[config.mk]
export PLATFORM = sky130hd
export DESIGN_NAME = rsp_s2_prep_phase_gen_nlane
export DESIGN_NICKNAME = d
export VERILOG_FILES = /design/src/rtl/rsp_s2_prep_phase_gen_nlane.sv
export SDC_FILE = /design/constraint.sdc
export NUM_CORES = 1
export LEC_CHECK = 0
export CAP_MARGIN = 20
export CORE_ASPECT_RATIO = 2
export CORE_MARGIN = 1
export CORE_UTILIZATION = 50
export DETAILED_ROUTE_END_ITERATION = 6
export GPL_TIMING_DRIVEN = 0
export PLACE_DENSITY = 0.69
export RECOVER_POWER = 50
export SETUP_SLACK_MARGIN = 0.15
export SYNTH_ARGS = -nofsm -noshare
export SYNTH_HDL_FRONTEND = slang
export SYNTH_SLANG_ARGS = --single-unit
[constraint.sdc]
create_clock -name clk -period 3.1 [get_ports clk]
set_input_delay 0.62 -clock clk [delete_from_list [all_inputs] [get_ports clk]]
set_output_delay 0.62 -clock clk [all_outputs]
set_load 0.005 [all_outputs]
[src/rtl/rsp_s2_prep_phase_gen_nlane.sv]
// ---------------------------------------------------------------------------
// rsp_s2_prep_phase_gen_nlane
//
// Multi-lane phase generator. A table of {base,step} entries is loaded
// sequentially after reset. A start request selects one entry. The block then
// runs each lane k as a phase accumulator seeded with base + k*step. Every
// accepted data beat emits all lane phases one cycle later and advances each
// lane by step*LANES (full mode) or step*LANES/2 (half mode). All phase
// arithmetic wraps modulo 2^PHASE_W.
//
// Optional feature macro: PG_TABLE_READBACK_EN
//   defined   : i_cfg_ren/i_cfg_raddr read table entries back on
//               o_cfg_rdata/o_cfg_rvalid two cycles after the request.
//               The FSM's own table read takes priority over a readback.
//   undefined : readback inputs are ignored and the readback outputs are 0.
//
// Ports
//   clk, rst        : clock, synchronous active-high reset
//   i_cfg_wen/wdata : table write strobe and {base,step} data
//   i_cfg_ren/raddr : readback request and entry address
//   o_cfg_rdata/rvalid : readback data and valid
//   i_start, i_entry_sel, i_mode_half : frame start, entry select, half mode
//   i_data_valid, i_data_last : data beat strobe and end-of-frame marker
//   o_phase         : lane k phase at bits [k*PHASE_W +: PHASE_W]
//   o_valid, o_last : output beat valid and last
//   o_ready         : high while the generator is running a frame
//   o_tbl_full      : table fully loaded
//   o_err           : sticky protocol error, cleared only by reset
// ---------------------------------------------------------------------------
module rsp_s2_prep_phase_gen_nlane #(
  parameter int LANES     = 4,
  parameter int PHASE_W   = 16,
  parameter int ENTRY_NUM = 32,
  localparam int ENTRY_AW = $clog2(ENTRY_NUM)
) (
  input  logic                       clk,
  input  logic                       rst,
  input  logic                       i_cfg_wen,
  input  logic [2*PHASE_W-1:0]       i_cfg_wdata,
  input  logic                       i_cfg_ren,
  input  logic [ENTRY_AW-1:0]        i_cfg_raddr,
  output logic [2*PHASE_W-1:0]       o_cfg_rdata,
  output logic                       o_cfg_rvalid,
  input  logic                       i_start,
  input  logic [ENTRY_AW-1:0]        i_entry_sel,
  input  logic                       i_mode_half,
  input  logic                       i_data_valid,
  input  logic                       i_data_last,
  output logic [LANES*PHASE_W-1:0]   o_phase,
  output logic                       o_valid,
  output logic                       o_last,
  output logic                       o_ready,
  output logic                       o_tbl_full,
  output logic                       o_err
);

  localparam int LG_LANES = $clog2(LANES);
  localparam int PTR_W    = ENTRY_AW + 1;
  localparam logic [PTR_W-1:0] PTR_LAST = PTR_W'(ENTRY_NUM - 1);

  localparam logic [1:0] ST_IDLE = 2'd0;
  localparam logic [1:0] ST_RD   = 2'd1;
  localparam logic [1:0] ST_ARM  = 2'd2;
  localparam logic [1:0] ST_RUN  = 2'd3;

  logic [1:0]               state_r;
  logic [1:0]               state_nxt_s;
  logic [PTR_W-1:0]         wptr_r;
  logic                     full_r;
  logic                     err_r;
  logic                     err_set_s;
  logic                     cfg_wr_ok_s;
  logic                     start_ok_s;
  logic [ENTRY_AW-1:0]      sel_r;
  logic                     mode_half_r;
  logic [2*PHASE_W-1:0]     entry_r;
  logic [PHASE_W-1:0]       base_s;
  logic [PHASE_W-1:0]       step_s;
  logic [PHASE_W-1:0]       lane_r [LANES];
  logic [PHASE_W-1:0]       inc_r;
  logic [LANES*PHASE_W-1:0] phase_r;
  logic                     valid_r;
  logic                     last_r;
  logic                     ready_r;
  logic [2*PHASE_W-1:0]     tbl_r [ENTRY_NUM];

  assign base_s      = entry_r[2*PHASE_W-1:PHASE_W];
  assign step_s      = entry_r[PHASE_W-1:0];
  // Table loading is only legal in IDLE and only until the table is full.
  assign cfg_wr_ok_s = (state_r == ST_IDLE) && i_cfg_wen && !full_r;
  assign start_ok_s  = (state_r == ST_IDLE) && i_start && full_r;

  // Next-state decode for the frame sequencer.
  always_comb begin
    state_nxt_s = state_r;
    case (state_r)
      ST_IDLE: begin
        if (start_ok_s) state_nxt_s = ST_RD;
        else            state_nxt_s = ST_IDLE;
      end
      ST_RD:  state_nxt_s = ST_ARM;
      ST_ARM: state_nxt_s = ST_RUN;
      ST_RUN: begin
        if (i_data_valid && i_data_last) state_nxt_s = ST_IDLE;
        else                             state_nxt_s = ST_RUN;
      end
      default: state_nxt_s = ST_IDLE;
    endcase
  end

  // Error sources: writes outside IDLE or past a full table, start before full.
  always_comb begin
    err_set_s = 1'b0;
    if (i_cfg_wen && ((state_r != ST_IDLE) || full_r)) begin
      err_set_s = 1'b1;
    end else if ((state_r == ST_IDLE) && i_start && !full_r) begin
      err_set_s = 1'b1;
    end else begin
      err_set_s = 1'b0;
    end
  end

  // Sequencer state, write pointer, status flags and frame parameter capture.
  always_ff @(posedge clk) begin
    if (rst) begin
      state_r     <= ST_IDLE;
      ready_r     <= 1'b0;
      wptr_r      <= {PTR_W{1'b0}};
      full_r      <= 1'b0;
      err_r       <= 1'b0;
      sel_r       <= {ENTRY_AW{1'b0}};
      mode_half_r <= 1'b0;
    end else begin
      state_r <= state_nxt_s;
      // Ready tracks the state register exactly, but as its own flop.
      ready_r <= (state_nxt_s == ST_RUN);
      if (err_set_s) err_r <= 1'b1;
      if (cfg_wr_ok_s) begin
        wptr_r <= wptr_r + PTR_W'(1);
        full_r <= (wptr_r == PTR_LAST);
      end
      if (start_ok_s) begin
        sel_r       <= i_entry_sel;
        mode_half_r <= i_mode_half;
      end
    end
  end

  // Entry table storage; contents are not reset and must be reloaded.
  always_ff @(posedge clk) begin
    if (!rst && cfg_wr_ok_s) begin
      tbl_r[wptr_r[ENTRY_AW-1:0]] <= i_cfg_wdata;
    end
  end

  // Phase datapath: entry fetch, lane seeding and per-beat accumulation.
  always_ff @(posedge clk) begin
    if (rst) begin
      entry_r <= {(2*PHASE_W){1'b0}};
      inc_r   <= {PHASE_W{1'b0}};
      phase_r <= {(LANES*PHASE_W){1'b0}};
      valid_r <= 1'b0;
      last_r  <= 1'b0;
      for (int k = 0; k < LANES; k++) lane_r[k] <= {PHASE_W{1'b0}};
    end else begin
      valid_r <= 1'b0;
      last_r  <= 1'b0;
      case (state_r)
        ST_RD: entry_r <= tbl_r[sel_r];
        ST_ARM: begin
          for (int k = 0; k < LANES; k++) begin
            lane_r[k] <= base_s + step_s * PHASE_W'(k);
          end
          // LANES is a power of two, so the increment is a plain shift.
          inc_r <= mode_half_r ? (step_s << (LG_LANES - 1)) : (step_s << LG_LANES);
        end
        ST_RUN: begin
          if (i_data_valid) begin
            for (int k = 0; k < LANES; k++) begin
              phase_r[k*PHASE_W +: PHASE_W] <= lane_r[k];
              lane_r[k]                     <= lane_r[k] + inc_r;
            end
            valid_r <= 1'b1;
            last_r  <= i_data_last;
          end
        end
        default: ;
      endcase
    end
  end

`ifdef PG_TABLE_READBACK_EN
  // Two-slot request queue: slot req feeds the read, skid absorbs one request
  // that arrives while the FSM owns the table read in RD.
  logic                 rb_req_r;
  logic [ENTRY_AW-1:0]  rb_addr_r;
  logic                 rb_skid_v_r;
  logic [ENTRY_AW-1:0]  rb_skid_addr_r;
  logic [2*PHASE_W-1:0] rb_rdata_r;
  logic                 rb_rvalid_r;
  logic                 rb_busy_s;

  assign rb_busy_s = (state_r == ST_RD);

  // Readback request pipeline and output register.
  always_ff @(posedge clk) begin
    if (rst) begin
      rb_req_r       <= 1'b0;
      rb_addr_r      <= {ENTRY_AW{1'b0}};
      rb_skid_v_r    <= 1'b0;
      rb_skid_addr_r <= {ENTRY_AW{1'b0}};
      rb_rdata_r     <= {(2*PHASE_W){1'b0}};
      rb_rvalid_r    <= 1'b0;
    end else begin
      rb_rvalid_r <= 1'b0;
      if (rb_busy_s) begin
        // Pending read is held. A new request fills the first free slot;
        // with both slots occupied it is dropped.
        if (i_cfg_ren) begin
          if (!rb_req_r) begin
            rb_req_r  <= 1'b1;
            rb_addr_r <= i_cfg_raddr;
          end else if (!rb_skid_v_r) begin
            rb_skid_v_r    <= 1'b1;
            rb_skid_addr_r <= i_cfg_raddr;
          end
        end
      end else begin
        if (rb_req_r) begin
          rb_rdata_r  <= tbl_r[rb_addr_r];
          rb_rvalid_r <= 1'b1;
        end
        if (rb_skid_v_r) begin
          rb_req_r       <= 1'b1;
          rb_addr_r      <= rb_skid_addr_r;
          rb_skid_v_r    <= i_cfg_ren;
          rb_skid_addr_r <= i_cfg_raddr;
        end else begin
          rb_req_r  <= i_cfg_ren;
          rb_addr_r <= i_cfg_raddr;
        end
      end
    end
  end

  assign o_cfg_rdata  = rb_rdata_r;
  assign o_cfg_rvalid = rb_rvalid_r;
`else
  logic unused_cfg_s;
  assign unused_cfg_s = ^{i_cfg_ren, i_cfg_raddr};
  assign o_cfg_rdata  = {(2*PHASE_W){1'b0}};
  assign o_cfg_rvalid = 1'b0;
`endif

  assign o_phase    = phase_r;
  assign o_valid    = valid_r;
  assign o_last     = last_r;
  assign o_ready    = ready_r;
  assign o_tbl_full = full_r;
  assign o_err      = err_r;

endmodule

==> results of run 1 <==
[sequential cells by signal (all words and copies together), names as in the netlist, 2 cells and up]
| signal | count |
|---|---|
| entry_r | 32 |
| tbl_r | 1024 |
| sel_r | 5 |
| lane_r | 64 |
| state_r | 2 |
| wptr_r | 6 |
| o_phase | 64 |
| inc_r | 15 |
[tightest hold or removal path: stages (launching register included)]
cell and delay, ns:
dfxtp_1 0.31, inv_1 0.05, a21oi_1 0.05
[routing by layer]
layer | vias up | wire [um] | GRT usage
li1 | 12200 | - | -
met1 | 14600 | 44500 | 0.274
met2 | 1364 | 80800 | 0.543
met3 | 506 | 8990 | 0.0496
met4 | 4 | 14700 | 0.243
met5 | - | 24 | 0
[layout by cell type, fill, tap and decap left out, drive strengths merged, types with 42 or more instances in the layout]
cell type,Yosys,routed
edfxtp,1088,1088
mux4,288,288
buf,112,225
clkbuf,58,203
nand2,202,202
mux2i,151,151
a21oi,136,136
dfxtp,130,130
nor2,113,115
ha,103,103
dlygate4sd3,0,101
o21ai,67,67
xor2,46,46
xnor2,42,42
[kinds of logic (layout without fill, tap and decap cells)]
kind of cell	count (synthesis)	in the layout	share of synthesized area
flops	1218	1218	0.687
mux	439	439	0.156
simple gates	415	417	0.0349
compound gates	395	395	0.0510
buf+inv	204	627	0.0226
fa+ha+maj	124	124	0.0333
xor+xnor	88	88	0.0150
other cells	1	36	0.0000731
[power by group through the flow]
stage	logic, mW	registers (mW)	clock network (mW)
floorplan	0.257	18.3	0
global route	0.711	18.0	13.4
finish	0.674	18.0	12.7
detailed placement	0.644	18.3	0
CTS	0.660	18.0	12.9
global placement	0.576	18.3	0
[through the flow]
stage,power [mW],worst slack (ns)
floorplan,18.6,-0.0438
global placement,18.9,-2.63
detailed placement,19.0,-0.688
CTS,31.5,0.00310
global route,32.1,-0.0555
finish,31.4,0.0279
[repair_timing]
item | in CTS | in global routing
setup endpoints to repair | 1100 | 227
gates cloned | 2 | 0
resized for setup | 66 | 22
buffers inserted | 68 | 10
pin swaps | 39 | 12
[layout make-up]
| cell class | instances | area (sq um) |
|---|---|---|
| Timing Repair Buffer | 237 | 2970 |
| Clock inverter | 54 | 440 |
| Clock buffer | 132 | 2800 |
| Multi-Input combinational cell | 1496 | 15400 |
| Buffer | 170 | 1030 |
| Inverter | 34 | 128 |
| Fill cell | 7371 | 41500 |
| Tap cell | 1336 | 1670 |
| Sequential cell | 1218 | 35300 |
| Antenna cell | 3 | 7.51 |
[worst max path at each step]
stage / start / cells past startpoint / endpoint
after floorplan: state_r[1] / 6 / tbl_r[15][0]
after global placement: i_cfg_wen / 5 / tbl_r[7][30]
after detailed placement: i_cfg_wen / 6 / tbl_r[31][14]
after CTS: entry_r[7] / 9 / lane_r[3][14]
after global routing: entry_r[3] / 10 / lane_r[3][13]
final: entry_r[6] / 9 / lane_r[3][14]
==> metrics.csv, run 1 <==
stage,metric,value,unit
outcome,outcome,"complete, no violations",
drt,drt_iter0_markers,2750,
global_routing,grt_pass1_wl,210000,um
global_routing,grt_max_degree,33,
logic_synthesis,ys_warn_count,0,
critical_path,slowest_delay,0.50,ns
sta,post-route-min-period,3.07,ns
drt,vias,28700,
logic_synthesis,synth_common_cells,"edfxtp_1, mux4_2, nand2_1",
clock_network,insertion_delay,0.73,ns
floorplan,initial_core_util,0.506,
power,p_leak,19.4,nW
sta,period_share,0.991,
clock_network,htree_levels,3,
floorplan,row_count,165,
logic_synthesis,synth.largest_area_cell,edfxtp_1,
critical_path,crit_fanout,7,
power,pwr-share-clk,0.406,
logic_synthesis,netlist-cell-type-count,76,
placed_design,detailed_place_hpwl,104000,um
power,power_density,524,mW/mm^2
power,comb_power_share,0.021,
min_path,hold_path_class,register to register,
logic_synthesis,ys_seq_area_frac,0.687,
power,ir_drop,0.419,mV
critical_path,cp_top_family,adder cells,
logic_synthesis,ys_ff_latch,1218,
clock_network,ctsLongestPathBuffers,3,
clock_network,cts_tree,yes,
critical_path,ff2ff_setup_slack,0.03,ns
finish,fin_cells,4680,
critical_path,rr_worst_depth,9,
logic_synthesis,synth_most_common_cell,edfxtp_1,
drt,post-route-drc-count,0,
power,p_sw_frac,0.207,
logic_synthesis,async_flop_share,0,
finish,finalNetCount,3432,
critical_path,critical_path.endpoint_type,register,
sta,slew_headroom,0.0993,
min_path,hold_start,o_err,
power,seq_power_share,0.573,
sta,clock.fmax,326,MHz
critical_path,arrival,3.50,ns
sta,fin_skew,0.0498,ns
drt,wl_per_cell,31.8,um
logic_synthesis,synthDominantCellAreaShare,0.636,
placed_design,place.gp.congestion,0.977,
critical_path,crit_required,3.53,ns
global_routing,antenna_found_initial,4,
logic_synthesis,ys_top_cells_by_area,"edfxtp_1, mux4_2, dfxtp_1",
floorplan,coreArea,0.101,sq mm
min_path,worst_hold_path.endpoint,o_err,
drt,ant_nets,0,
global_routing,overflow,0,
logic_synthesis,synth.avg_cell_area,17.8,sq um
sta,tightest_slew,1.35,ns
floorplan,die_area,0.104,sq mm
placed_design,place_area,0.0554,sq mm
clock_network,cts_buffers,101,
clock_network,cts_sinks,1218,
power,power_switching,6.51,mW
logic_synthesis,synth_edf_count,1088,
power,p_int,24.9,mW
sta,finalHoldViolCount,0,
floorplan,io_pins,152,
logic_synthesis,syn_area,0.0513,sq mm
sta,setup_viol,0,
sta,finalSetupTns,0,ns
critical_path,path_class,register to register,
critical_path,cp-start-kind,register,
sta,whs,0.448,ns
clock_network,cts_hold_buf,0,
drt,vias_per_cell,6.13,
critical_path,r2r-start,entry_r[6],
floorplan,die_w,229,um
drt,firstDrtPassIters,7,
global_routing,track_usage,0.290,
logic_synthesis,synth_flop_cell,edfxtp_1,
global_routing,grt_pass1_vias,30300,
drt,wl,149000,um
flow_run,drv_cap,0,
sta,final_max_slew_viol_count,0,
placed_design,dpl.cell_count,4401,
finish,final_util,0.590,
critical_path,path_cells,"fa_1, ha_4, a21o_1, a21oi_2, or4b_4, and3_4, a221oi_4, xor2_1, o22ai_1",
critical_path,r2r-end,lane_r[3][14],
finish,area_growth,16.6,%
logic_synthesis,synth_cells,2884,
min_path,holdPathStages,2,
clock_network,ctsRootBufferMaster,clkbuf_16,
finish,design_area,0.0598,sq mm
finish,drive_gt1_frac,0.233,
sta,grt_setup_unrepaired,true,
critical_path,worst_path_max_delay_cell,or4b_4,
critical_path,crit_buf_inv,0,
clock_network,clkSlewWorstSetupHoldPaths,0.07,ns
floorplan,dieHeight,455,um
placed_design,io_buffers,111,
No activity file was read; power rests on OpenSTA's default activity.
==> run 2: changes to the inputs <==
Settings changed: CORE_MARGIN 1 to default.
==> results of run 2 <==
The final DEF is identical to that of run 1; final timing and power are the same.
